## config.mk

```make
export PLATFORM = sky130hd
export DESIGN_NAME = multi_mode_timekeeper
export DESIGN_NICKNAME = d
export VERILOG_FILES = /design/src/rtl/multi_mode_timekeeper.sv
export SDC_FILE = /design/constraint.sdc
export NUM_CORES = 1
export LEC_CHECK = 0
export ABC_AREA = 0
export BUFFER_PORTS_ARGS = -buffer_cell sky130_fd_sc_hd__buf_2
export CORE_MARGIN = 2
export CORE_UTILIZATION = 63
export DETAILED_ROUTE_END_ITERATION = 16
export PLACE_DENSITY_LB_ADDON = 0.3
export SKIP_CTS_REPAIR_TIMING = 1
export SYNTH_ARGS = -nofsm -noshare
export SYNTH_HDL_FRONTEND = slang
export SYNTH_SLANG_ARGS = --single-unit
```

## constraint.sdc

```tcl
create_clock -name clk -period 2.5 [get_ports clk]
set_input_delay 0.125 -clock clk [delete_from_list [all_inputs] [get_ports clk]]
set_output_delay 0.125 -clock clk [all_outputs]
set_load 0.05 [all_outputs]
```

## src/rtl/multi_mode_timekeeper.sv

```systemverilog
// Three-mode timekeeper: free-running 24 h clock, clock setting, and a stopwatch
// with lap hold. Drives four BCD digits. All timing is derived from CLK_HZ.
module multi_mode_timekeeper #(
    parameter int CLK_HZ        = 50_000_000,
    parameter int LONG_PRESS_MS = 4000,
    parameter int BLINK_HZ      = 2
) (
    input  logic        clk,
    input  logic        rst_n,
    input  logic        key_a_press,
    input  logic        key_b_press,
    input  logic        key_a_level,
    input  logic        key_b_level,
    output logic [15:0] digits,
    output logic [1:0]  mode,
    output logic [1:0]  digit_sel,
    output logic [3:0]  blink_mask,
    output logic        colon,
    output logic        sw_running
);
    localparam int     CENTI_DIV  = CLK_HZ / 100;
    localparam longint LONG_CYC_L = longint'(LONG_PRESS_MS) * longint'(CLK_HZ) / 1000;
    localparam int     LONG_CYC   = int'(LONG_CYC_L);
    localparam int     BLINK_HALF = (50 / BLINK_HZ) > 0 ? (50 / BLINK_HZ) : 1;
    localparam int     DIV_W      = $clog2(CENTI_DIV);
    localparam int     LP_W       = $clog2(LONG_CYC + 1);
    localparam int     BL_W       = $clog2(BLINK_HALF + 1);

    typedef enum logic [1:0] {M_CLOCK = 2'd0, M_SET = 2'd1, M_SW = 2'd2} mode_t;

    mode_t            state;
    logic [1:0]       sel;
    logic [DIV_W-1:0] div_cnt;
    logic [6:0]       clk_cc;
    logic [BL_W-1:0]  bl_cnt;
    logic             bl_on, running, lap_on;
    logic [15:0]      lap_val;
    logic [3:0]       c_h1, c_h0, c_m1, c_m0, c_s1, c_s0;
    logic [3:0]       s_m1, s_m0, s_s1, s_s0, s_c1, s_c0;
    logic [LP_W-1:0]  la_cnt, lab_cnt;
    logic             long_lock, long_a, long_ab;

    logic        centi_tick, sec_tick, a_only, b_only, cond_a, cond_ab;
    logic [8:0]  cs_n, cm_n, ch_n, sc_n, ss_n, sm_n;
    logic [15:0] sw_live, clock_disp;

    // Returns {wrap, hi, lo} for a two-digit BCD counter whose low digit runs 0-9.
    function automatic logic [8:0] bcd_inc(input logic [3:0] hi, input logic [3:0] lo,
                                           input logic [3:0] hi_max);
        if (lo != 4'd9)      return {1'b0, hi, lo + 4'd1};
        else if (hi != hi_max) return {1'b0, hi + 4'd1, 4'd0};
        else                 return 9'h100;
    endfunction

    assign centi_tick = (div_cnt == DIV_W'(CENTI_DIV - 1));
    assign sec_tick   = centi_tick && (clk_cc == 7'd99) && (state != M_SET);
    assign a_only     = key_a_press & ~key_b_press;
    assign b_only     = key_b_press & ~key_a_press;
    assign cond_a     = key_a_level & ~key_b_level;
    assign cond_ab    = key_a_level & key_b_level;

    assign mode       = state;
    assign digit_sel  = sel;
    assign sw_running = running;

    always_comb begin
        cs_n = bcd_inc(c_s1, c_s0, 4'd5);
        cm_n = bcd_inc(c_m1, c_m0, 4'd5);
        ch_n = (c_h1 == 4'd2 && c_h0 == 4'd3) ? 9'h100 : bcd_inc(c_h1, c_h0, 4'd2);
        sc_n = bcd_inc(s_c1, s_c0, 4'd9);
        ss_n = bcd_inc(s_s1, s_s0, 4'd5);
        sm_n = bcd_inc(s_m1, s_m0, 4'd5);
        sw_live    = (s_m1 == 4'd0 && s_m0 == 4'd0) ? {s_s1, s_s0, s_c1, s_c0}
                                                    : {s_m1, s_m0, s_s1, s_s0};
        clock_disp = key_b_level ? {c_m1, c_m0, c_s1, c_s0} : {c_h1, c_h0, c_m1, c_m0};
    end

    // Long-press events are locked out after firing until both keys are released.
    always_ff @(posedge clk or negedge rst_n) begin
        if (!rst_n) begin
            la_cnt    <= '0;
            lab_cnt   <= '0;
            long_lock <= 1'b0;
            long_a    <= 1'b0;
            long_ab   <= 1'b0;
        end else begin
            long_a  <= 1'b0;
            long_ab <= 1'b0;
            la_cnt  <= !cond_a  ? '0 : (la_cnt  == LP_W'(LONG_CYC)) ? la_cnt  : la_cnt  + 1'b1;
            lab_cnt <= !cond_ab ? '0 : (lab_cnt == LP_W'(LONG_CYC)) ? lab_cnt : lab_cnt + 1'b1;
            if (!key_a_level && !key_b_level) begin
                long_lock <= 1'b0;
            end else if (!long_lock && cond_a && la_cnt == LP_W'(LONG_CYC - 1)) begin
                long_a    <= 1'b1;
                long_lock <= 1'b1;
            end else if (!long_lock && cond_ab && lab_cnt == LP_W'(LONG_CYC - 1)) begin
                long_ab   <= 1'b1;
                long_lock <= 1'b1;
            end
        end
    end

    always_ff @(posedge clk or negedge rst_n) begin
        if (!rst_n) begin
            state   <= M_CLOCK;
            sel     <= 2'd0;
            div_cnt <= '0;
            clk_cc  <= '0;
            bl_cnt  <= '0;
            bl_on   <= 1'b0;
            running <= 1'b0;
            lap_on  <= 1'b0;
            lap_val <= '0;
            {c_h1, c_h0, c_m1, c_m0, c_s1, c_s0} <= '0;
            {s_m1, s_m0, s_s1, s_s0, s_c1, s_c0} <= '0;
        end else begin
            div_cnt <= centi_tick ? '0 : div_cnt + 1'b1;
            if (centi_tick) begin
                bl_cnt <= (bl_cnt == BL_W'(BLINK_HALF - 1)) ? '0 : bl_cnt + 1'b1;
                if (bl_cnt == BL_W'(BLINK_HALF - 1)) bl_on <= ~bl_on;
                if (state != M_SET) clk_cc <= (clk_cc == 7'd99) ? 7'd0 : clk_cc + 7'd1;
            end
            if (sec_tick) begin
                {c_s1, c_s0} <= cs_n[7:0];
                if (cs_n[8]) begin
                    {c_m1, c_m0} <= cm_n[7:0];
                    if (cm_n[8]) {c_h1, c_h0} <= ch_n[7:0];
                end
            end
            if (centi_tick && running) begin
                {s_c1, s_c0} <= sc_n[7:0];
                if (sc_n[8]) begin
                    {s_s1, s_s0} <= ss_n[7:0];
                    if (ss_n[8]) {s_m1, s_m0} <= sm_n[7:0];
                end
            end
            // NOTE: the last non-blocking assignment in a cycle wins, so the mode
            // actions below take priority over the free-running updates above.
            case (state)
                M_CLOCK: begin
                    if (long_ab) begin
                        state <= M_SW;
                    end else if (a_only) begin
                        state  <= M_SET;
                        sel    <= 2'd0;
                        bl_cnt <= '0;
                        bl_on  <= 1'b0;
                    end
                end
                M_SET: begin
                    if (long_a) begin
                        state   <= M_CLOCK;
                        {c_s1, c_s0} <= 8'h00;
                        div_cnt <= '0;
                        clk_cc  <= '0;
                    end else if (a_only) begin
                        sel <= sel + 2'd1;
                    end else if (b_only) begin
                        case (sel)
                            2'd0: c_m0 <= (c_m0 >= 4'd9) ? 4'd0 : c_m0 + 4'd1;
                            2'd1: c_m1 <= (c_m1 >= 4'd5) ? 4'd0 : c_m1 + 4'd1;
                            2'd2: c_h0 <= (c_h0 >= ((c_h1 == 4'd2) ? 4'd3 : 4'd9)) ? 4'd0
                                                                                   : c_h0 + 4'd1;
                            default: begin
                                c_h1 <= (c_h1 >= 4'd2) ? 4'd0 : c_h1 + 4'd1;
                                if (c_h1 == 4'd1 && c_h0 > 4'd3) c_h0 <= 4'd3;
                            end
                        endcase
                    end
                end
                M_SW: begin
                    if (long_ab) begin
                        state <= M_CLOCK;
                    end else if (b_only) begin
                        running <= ~running;
                    end else if (a_only) begin
                        if (running) begin
                            lap_on  <= ~lap_on;
                            lap_val <= sw_live;
                        end else begin
                            lap_on <= 1'b0;
                            {s_m1, s_m0, s_s1, s_s0, s_c1, s_c0} <= '0;
                        end
                    end
                end
                default: state <= M_CLOCK;
            endcase
        end
    end

    always_ff @(posedge clk or negedge rst_n) begin
        if (!rst_n) begin
            digits     <= '0;
            blink_mask <= '0;
            colon      <= 1'b0;
        end else begin
            case (state)
                M_SET: begin
                    digits     <= {c_h1, c_h0, c_m1, c_m0};
                    colon      <= 1'b1;
                    blink_mask <= bl_on ? (4'b0001 << sel) : 4'b0000;
                end
                M_SW: begin
                    digits     <= lap_on ? lap_val : sw_live;
                    colon      <= 1'b1;
                    blink_mask <= 4'b0000;
                end
                default: begin
                    digits     <= clock_disp;
                    colon      <= (clk_cc < 7'd50);
                    blink_mask <= 4'b0000;
                end
            endcase
        end
    end
endmodule

```

==> key figures <==
Placement
  – DP HPWL: 16.6 mm
  – Placed cell count: approximately 1300
  – Placed cell area: around 11000 um2
  – RePlAce Congestion: 0.915
  – Port Buffers: 31

Drt
  – Initial DRC Count: ~700
  – Final wirelength: between 20 and 25 mm
  – Drt drc: 0
  – DRT antenna net count: 0
  – Wire length per cell: 17.1 um
  – 1st-pass router iterations: 5
  – Via density per instance: between 6 and 7
  – Vias post-DR: around 8300

STA
  – Setup TNS: 0 ns
  – Fin. max-slew vios: 0
  – Worst Clk Skew: 0.00781 ns
  – Fin crit share: 0.952
  – Fmax: 420 MHz
  – Worst hold slack: -0.00519 ns
  – Slew @ Worst Pin: approximately 0.70 ns
  – Max-slew headroom: 0.530
  – Final min period: between 2 and 2.5 ns
  – Final count of hold timing violations: 1
  – Setup violators final: 0

Finish
  – Design Area, Final: ~11000 um2
  – Layout area overhead: 12.2%
  – Fill count: about 1200
  – Final std cells w/o fill: about 1400
  – Fraction of layout cells with a size suffix above 1: 0.105
  – Final net count: roughly 1200
  – Antenna fix cells: 0

Worst setup path
  – Worst setup path category: reg -> reg
  – CP Capture Type: flip-flop
  – R2R Path Start: div_cnt[14]
  – Worst-path fanout max: 6
  – Crit start category: flip-flop
  – Worst EP arrival: roughly 2.7 ns
  – Critical path origin: div_cnt[14]
  – CP Data Required Time: ~2.8 ns

Flow run
  – Max-cap viol count: 0

Clocking
  – CTS clk-pin slew, worst paths: 0.07 ns
  – Clock latency on the worst-skew pair: between 0.4 and 0.5 ns
  – Inserted Clock Buffers: 17
  – Clock Tree Root: clkbuf_16
  – Clock Tree Buf Depth: 2
  – Clock tree sinks: between 150 and 200
  – Htree depth: 4
  – TritonCTS clock tree: done

Power
  – Switching Fraction: 0.291
  – Flop pwr share: 0.450
  – Worst vdd rail ir drop: 537 uV
  – Cell Pwr Density: roughly 650 nW/um2
  – Sw power: approximately 2.2 mW
  – Clock power share: 0.383
  – Power share of the combinational group: 0.167
  – Pint: around 5.2 mW
  – Lkg Pwr: about 5.1 nW

Run status
  – Failing checks: hold timing
  – Status: complete, but fails checks

Synthesis
  – Yosys reg bits: around 180
  – Post-synth top flop: dfrtp_1
  – Ys async rst share: 1.00
  – Post-synthesis sequential area ratio: 0.452
  – Avg Inst Size Synth: around 9.2 um2
  – Post-synth EDFFs: 0
  – Synth top area share: 0.452
  – Mapped Area: roughly 10000 um2
  – Largest area contributor in the netlist: dfrtp_1
  – Ranking of synthesized cells by area: dfrtp_1 (45%), nor2_1 (5.3%), xor2_1 (4.4%), ha_1 (3.6%), nand2_1 (3.5%)
  – Net Count, Synth: 1132
  – Synth warnings: 0
  – Netlist cell types: 74
  – Cells after Synth: about 1100

Die
  – Area of the die: about 17000 um2
  – Core footprint: between 15000 and 20000 um2
  – Die width: around 130 um
  – DIE HEIGHT: 131 um
  – Row cnt: 46
  – # IOs: 32
  – Initial Util: 0.639

GRT
  – First-pass GRT wire length: about 39 mm
  – Total gr overflow: 0
  – Vias in the first global route: around 8300
  – GRT Total Usage: 0.292
  – Largest net degree at the start of global routing: 51
  – Initial antenna violation count: 0

Hold path
  – Hold Crit Start: key_a_level
  – Worst hold path type: in -> reg
[state kept, by name (all words and copies together) (netlist names), 5 cells and up]
name,cells
la_cnt,28
clk_cc,7
lab_cnt,28
lap_val,16
div_cnt,19
bl_cnt,5
digits,16
[power by group through the flow]
stage / sequential (mW) / clock [mW] / combinational [mW]
floorplan: 3.76 / 0 / 0.468
global placement: 3.36 / 0 / 1.21
detailed placement: 3.37 / 0 / 1.24
CTS: 3.32 / 2.85 / 1.24
global route: 3.35 / 2.96 / 1.34
finish: 3.32 / 2.83 / 1.23
[layout by cell type (no fill, tap or decap), types with 20 or more instances in the layout]
cell       n
and3_1    21
a21oi_1   58
inv_1     36
o21ai_0   56
buf_4     39
xnor2_1   27
nand4_1   36
nor3_1    23
nand3_1   53
xor2_1    51
nor4_1    20
dfrtp_1  182
buf_2     30
nand2_1   93
nor2_1   142
mux2i_1   33
ha_1      29
[area by class of cell]
class                      count  area (um2)  area share
multi-input combinational    835        5220       0.462
sequential                   182        4550       0.403
timing repair buffer          73         504      0.0446
clock buffer                  20         447      0.0395
tap                          216         270      0.0239
clock inverter                11         175      0.0155
inverter                      37         139      0.0123
[kinds of logic after synthesis]
logic type / share of synthesized area
adders and majority gates: 0.0360
AOI/OAI and AO/OA: 0.118
muxes: 0.0328
DFF: 0.452
and+or+nand+nor: 0.264
buffers and inverters: 0.0304
xor gates and xnor gates: 0.0678
[worst max-delay path, cell delays in order, from the launching register on]
cell,delay [ns]
dfrtp_1,0.44
nor4b_1,0.48
nand3_2,0.27
or4_1,0.66
o21ai_0,0.28
a21oi_1,0.11
[path summary, 6_finish.rpt]
path / end / slack, ns / cells after the start
min in group asynchronous: c_m1[2] / 0.21 / 2
max in group asynchronous: lap_val[0] / 1.59 / 3
max: c_h1[0] / 0.12 / 5
min reg2reg: lap_val[4] / 0.48 / 2
max reg2reg: c_h1[0] / 0.12 / 5
min: long_lock / -0.005 / 2
[Yosys cell counts (all sizes together), types with 4 or more instances]
master and instances:
o21ai 57, nor3 25, nand4 36, nand3 54
ha 29, nor4b 4, a211oi 14, and3 21
nand2 94, clkbuf 35, nor3b 6, nand3b 6
o31ai 8, or3 13, and2 18, nor4 22
nor2b 15, nand4b 5, a21oi 58, xnor2 27
a211o 9, nor2 142, and4 9, inv 36
mux2i 33, nand2b 10, o221ai 4, o211ai 6
or2 5, xor2 51, or4 4, and3b 4
dfrtp 182, buf 8
[metrics by stage]
stage	power (mW)	worst slack (ns)	hold WS, ns	utilization
after global routing	7.65	-0.0347	0.00236	0.717
final	7.38	0.120	-0.00519	0.717
after global placement	4.57	0.188	0.0982	0.677
after CTS	7.41	0.132	-0.352	0.717
after floorplan	4.23	0.0883	-0.171	-
after detailed placement	4.61	0.163	0.0939	0.677
[per-layer routing]
| layer | vias to the layer above | track usage | routed length, um |
|---|---|---|---|
| met5 | - | 0 | 0 |
| met4 | 0 | 0.120 | 814 |
| met3 | 59 | 0.0501 | 1200 |
| met2 | 250 | 0.497 | 11500 |
| met1 | 4039 | 0.374 | 9990 |
| li1 | 3998 | - | - |
No activity file was read; power rests on OpenSTA's default activity.
